$ cat config.mk
export PLATFORM = sky130hd
export DESIGN_NAME = icache_op_issue_flat
export DESIGN_NICKNAME = d
export VERILOG_FILES = /design/src/rtl/icache_op_issue_if.sv /design/src/rtl/icache_op_issue.sv /design/src/flat_wrapper.sv
export SDC_FILE = /design/constraint.sdc
export NUM_CORES = 1
export LEC_CHECK = 0
export ABC_AREA = 0
export BUFFER_PORTS_ARGS = -buffer_cell sky130_fd_sc_hd__buf_2
export CAP_MARGIN = 20
export CORE_ASPECT_RATIO = 0.8
export CORE_UTILIZATION = 43
export DETAILED_ROUTE_END_ITERATION = 8
export PLACE_DENSITY = 0.86
export SETUP_SLACK_MARGIN = 0.1
export SLEW_MARGIN = 10
export SYNTH_ARGS = -nofsm -noshare
export SYNTH_HDL_FRONTEND = slang
export SYNTH_SLANG_ARGS = --single-unit
$ cat constraint.sdc
create_clock -name clk -period 1.8 [get_ports clk]
set_input_delay 0.36 -clock clk [delete_from_list [all_inputs] [get_ports clk]]
set_output_delay 0.36 -clock clk [all_outputs]
set_load 0.01 [all_outputs]
$ cat src/rtl/icache_op_issue_if.sv
// Cache-op request/response port between the I-cache op sequencer and the
// instruction-request selector (request side plus TLB result for the op).
interface icache_op_issue_if;
    logic        req_valid;
    logic [31:0] req_addr;
    logic [1:0]  req_op;
    logic        addr_ok;
    logic        data_ok;
    logic        tlb_refill;
    logic        tlb_invalid;

    modport master (
        output req_valid, req_addr, req_op,
        input  addr_ok, data_ok, tlb_refill, tlb_invalid
    );

    modport slave (
        input  req_valid, req_addr, req_op,
        output addr_ok, data_ok, tlb_refill, tlb_invalid
    );
endinterface

$ cat src/rtl/icache_op_issue.sv
// Memory-stage sequencer for I-cache CACHE instructions: issues one op on the
// cache-op port, steers the ibus via icache_op, and reports done/exception/stall.
module icache_op_issue (
    input  logic                clk,
    input  logic                reset,
    input  logic                flush,
    input  logic                start,
    input  logic [1:0]          op,
    input  logic [31:0]         vaddr,
    icache_op_issue_if.master   cop,
    output logic [1:0]          icache_op,
    output logic                busy,
    output logic                done,
    output logic                exc_valid,
    output logic                exc_refill,
    output logic [31:0]         badvaddr
);

    typedef enum logic [2:0] {
        IDLE  = 3'd0,
        REQ   = 3'd1,
        WAIT  = 3'd2,
        DRAIN = 3'd3,
        DONE  = 3'd4,
        EXC   = 3'd5
    } state_t;

    state_t      state_reg;
    state_t      state_next;
    logic [31:0] addr_reg;
    logic [1:0]  op_reg;
    logic        req_valid_reg;
    logic [1:0]  icache_op_reg;
    logic        done_reg;
    logic        exc_valid_reg;
    logic        exc_refill_reg;
    logic        accept;
    logic        tlb_fault;

    assign accept    = (state_reg == IDLE) && start && !flush;
    // Only hit-type ops translate, so index ops never fault.
    assign tlb_fault = op_reg[1] && (cop.tlb_refill || cop.tlb_invalid);

    always_comb begin
        state_next = state_reg;
        case (state_reg)
            IDLE:  if (accept) state_next = REQ;
            REQ: begin
                if (cop.addr_ok) begin
                    if (tlb_fault)  state_next = EXC;
                    else if (flush) state_next = DRAIN;
                    else            state_next = WAIT;
                end else if (flush) begin
                    state_next = IDLE;
                end
            end
            WAIT: begin
                if (cop.data_ok)  state_next = flush ? IDLE : DONE;
                else if (flush)   state_next = DRAIN;
            end
            // An issued op must still complete in the cache before the ibus is released.
            DRAIN: if (cop.data_ok) state_next = IDLE;
            DONE:  state_next = IDLE;
            EXC:   state_next = IDLE;
            default: state_next = IDLE;
        endcase
    end

    always_ff @(posedge clk) begin
        if (!reset) begin
            state_reg      <= IDLE;
            addr_reg       <= 32'h0;
            op_reg         <= 2'b00;
            req_valid_reg  <= 1'b0;
            icache_op_reg  <= 2'b00;
            done_reg       <= 1'b0;
            exc_valid_reg  <= 1'b0;
            exc_refill_reg <= 1'b0;
        end else begin
            state_reg      <= state_next;
            req_valid_reg  <= (state_next == REQ);
            icache_op_reg  <= {(state_next == REQ) || (state_next == WAIT) || (state_next == DRAIN),
                               (state_next == WAIT) || (state_next == DRAIN)};
            done_reg       <= (state_next == DONE);
            exc_valid_reg  <= (state_next == EXC);
            // EXC is entered only from REQ on addr_ok, so this captures the flag at addr_ok.
            exc_refill_reg <= (state_next == EXC) && cop.tlb_refill;
            if (accept) begin
                addr_reg <= vaddr;
                op_reg   <= op;
            end
        end
    end

    assign cop.req_valid = req_valid_reg;
    assign cop.req_addr  = addr_reg;
    assign cop.req_op    = op_reg;
    assign icache_op     = icache_op_reg;
    assign busy          = accept || icache_op_reg[1];
    assign done          = done_reg;
    assign exc_valid     = exc_valid_reg;
    assign exc_refill    = exc_refill_reg;
    assign badvaddr      = addr_reg;

endmodule

$ cat src/flat_wrapper.sv
// flat-port wrapper written by rule: the top's interface ports become plain ports
module icache_op_issue_flat 
  (clk, reset, flush, start, op, vaddr, icache_op, busy, done, exc_valid, exc_refill, badvaddr, cop_req_valid, cop_req_addr, cop_req_op, cop_addr_ok, cop_data_ok, cop_tlb_refill, cop_tlb_invalid);
  icache_op_issue_if cop_i ();
  input  logic clk;
  input  logic reset;
  input  logic flush;
  input  logic start;
  input  logic [1:0] op;
  input  logic [31:0] vaddr;
  output logic [1:0] icache_op;
  output logic busy;
  output logic done;
  output logic exc_valid;
  output logic exc_refill;
  output logic [31:0] badvaddr;
  output wire logic [$bits(cop_i.req_valid)-1:0] cop_req_valid;
  output wire logic [$bits(cop_i.req_addr)-1:0] cop_req_addr;
  output wire logic [$bits(cop_i.req_op)-1:0] cop_req_op;
  input wire logic [$bits(cop_i.addr_ok)-1:0] cop_addr_ok;
  input wire logic [$bits(cop_i.data_ok)-1:0] cop_data_ok;
  input wire logic [$bits(cop_i.tlb_refill)-1:0] cop_tlb_refill;
  input wire logic [$bits(cop_i.tlb_invalid)-1:0] cop_tlb_invalid;
  assign cop_req_valid = cop_i.req_valid;
  assign cop_req_addr = cop_i.req_addr;
  assign cop_req_op = cop_i.req_op;
  assign cop_i.addr_ok = cop_addr_ok;
  assign cop_i.data_ok = cop_data_ok;
  assign cop_i.tlb_refill = cop_tlb_refill;
  assign cop_i.tlb_invalid = cop_tlb_invalid;
  icache_op_issue u_core (.clk(clk), .reset(reset), .flush(flush), .start(start), .op(op), .vaddr(vaddr), .cop(cop_i), .icache_op(icache_op), .busy(busy), .done(done), .exc_valid(exc_valid), .exc_refill(exc_refill), .badvaddr(badvaddr));
endmodule
==> out/metrics.cfg <==
[run_status]
outcome = completed

[pwr]
ir_drop_v = 0.0004204
p_per_area_mw_per_mm2 = 807.3
p_leak_nw = 1.205

[place]
dp_hpwl_mm = 2.917
dpl_worst_slack_ps = 267.6
gp_congestion = 0.8081
io_buffers = 114

[setup_path]
rrSetupSlack_ps = 400
worstPathMaxFanout = 4
crit_required_ps = 1440
cp-start-kind = register
arrival_ps = 1150
critPathKind = register to output port
cp-end-kind = output port

[routing]
via_per_inst = 4.594
dr.pass1.iters = 6
wirelength_mm = 3.841
drt-initial-drc-count = 28
avgRoutedWirePerCell_um = 10.67
antenna_left = 0
num_vias = 1654
post-route-drc-count = 0

[timing]
setup_ws_ps = 287.0
relSlewSlack_pct = 77.43
grt_setup_unrepaired = no
max_freq_ghz = 0.6609
setup_viol = 0
final_hold_viol_count = 0
period_share_pct = 84.06
worstMarginPinSlew_ps = 338.5
layout_min_cycle_time_ps = 1513
slew_viol_final = 0
fin_tns_setup_ps = 0
finalClockSkew_ps = 5.112

[floorplanning]
die_y_um = 61.25
initial_core_util_pct = 44.88
coreArea_mm2 = 0.004204
io_pins = 115
placementRows = 21
die_area_mm2 = 0.004659
die_x_um = 76.06

[logic_synthesis]
yosysUniqueCellTypes = 27
syn-instance-count = 220
yosys_warnings = 0
synth.avg_cell_area_um2 = 8.576
synthesis.nets = 262
netlist_area_mm2 = 0.001887
ys_ff_latch = 43
ys_seq_area_share_pct = 45.62

[finish]
drive_above_1_share_pct = 42.90
diodes = 0
syn2layout_area_growth_pct = 24.40
largest_reg_flops = 32
final_nets = 344
fillers = 416

[global_route]
grt_max_degree = 35
antenna_found_initial = 0
globalRouteTotalUtil_pct = 16.70
grt_pass1_wl_mm = 5.982
first_global_vias = 1327
gr-total-overflow = 0

[clock_tree]
cts_buffer_depth = 2
cts_max_level = 2
cts_tree = done
cts_made_buffers = 5
cts_setup_buffers = 0
cts.sinks = 43
cts_hold_buf = 0
path_clk_slew_ps = 80
clkLatencyLatePin_ps = 280
cts_root_buffer = clkbuf_8
post_cts_resized = 0

[run]
cap_violations = 0

[min_path]
hold_class = input port to register

[critical path, stage by stage, from the launching register on]
cell and delay, ps:
dfxtp_1 340, nor2_1 190, nand3_1 130, nand2b_1 90
buf_2 130
[layout by cell type (no fill, tap or decap), drive strengths merged]
master / n
inv: 4
clkbuf: 7
o21bai: 1
nor3b: 1
clkinv: 1
a22oi: 1
or2b: 1
o21ai: 3
nor2b: 3
and3: 2
and4bb: 1
o211ai: 1
o21a: 1
a21oi: 1
a32o: 1
dfxtp: 43
nand2b: 3
nand2: 69
a211oi: 1
o2111a: 1
or4b: 1
nand3: 1
nor2: 3
buf: 118
a21boi: 34
[stage by stage]
stage / utilization (%) / hold WS [ps] / power [W] / instances / cell area (um^2)
5_1_grt: 55.83 / 290.7 / 0.002004 / 360 / 2347
3_3_place_gp: 53.84 / 442.7 / 0.001347 / 352 / 2263
2_1_floorplan: - / 479.2 / 0.001255 / 220 / 1887
6_report: 55.83 / 303.8 / 0.001895 / 360 / 2347
4_1_cts: 55.77 / 292.4 / 0.001922 / 360 / 2345
3_5_place_dp: 53.84 / 454.9 / 0.001354 / 352 / 2263
[path summary, 6_finish.rpt]
path | start | end | cells after the start
setup / recovery | u_core.state_reg[2] | busy | 4
hold / removal | vaddr[20] | u_core.badvaddr[20] | 3
hold reg to reg | u_core.cop.req_op[0] | u_core.cop.req_op[0] | 2
setup reg to reg | u_core.state_reg[0] | u_core.cop.req_valid | 4
[cell families after synthesis]
logic type             count (synthesis)  synth area share, %
and+or+nand+nor                       85                19.50
buffers and inverters                 47                16.45
AOI/OAI and AO/OA                     45                18.44
DFF                                   43                45.62
[metal layers]
metal	up-vias	wire length (um)	track usage, %
li1	840	-	-
met3	8	261	4.593
met4	0	52	7.692
met1	738	1697	19.95
met2	68	1830	29.09
met5	-	0	0
[cells in the mapped netlist, drive strengths merged]
library cell / instances / area, um^2
a211oi: 1 / 12.51
a21boi: 34 / 255.3
a21oi: 1 / 5.000
a22oi: 1 / 7.510
a32o: 1 / 10.01
and3: 2 / 12.51
and4bb: 1 / 12.51
buf: 37 / 272.8
clkbuf: 6 / 22.52
dfxtp: 43 / 860.8
inv: 4 / 15.01
nand2: 69 / 259.0
nand2b: 3 / 18.77
nand3: 1 / 5.000
nor2: 3 / 11.26
nor2b: 3 / 18.77
nor3b: 1 / 12.51
o2111a: 1 / 11.26
o211ai: 1 / 12.51
o21a: 1 / 7.510
o21ai: 3 / 18.77
o21bai: 1 / 7.510
or2b: 1 / 7.510
or4b: 1 / 10.01
[area by class of cell]
class | count | area (um^2) | area share (%)
clock buffer | 7 | 76.32 | 3.252
clock inverter | 1 | 5.005 | 0.2132
inverter | 4 | 15.01 | 0.6397
multi-input combinational | 130 | 718.2 | 30.60
sequential | 43 | 860.8 | 36.67
tap | 57 | 71.32 | 3.038
timing repair buffer | 118 | 600.6 | 25.59
[power breakdown]
part           internal (W)  leakage (nW)  switching [W]
Sequential         0.000997         0.351      0.0000289
Clock              0.000272        0.0422       0.000295
Combinational      0.000140         0.813       0.000162
Total               0.00141          1.21       0.000486
Power figures use the tool's default switching activity.
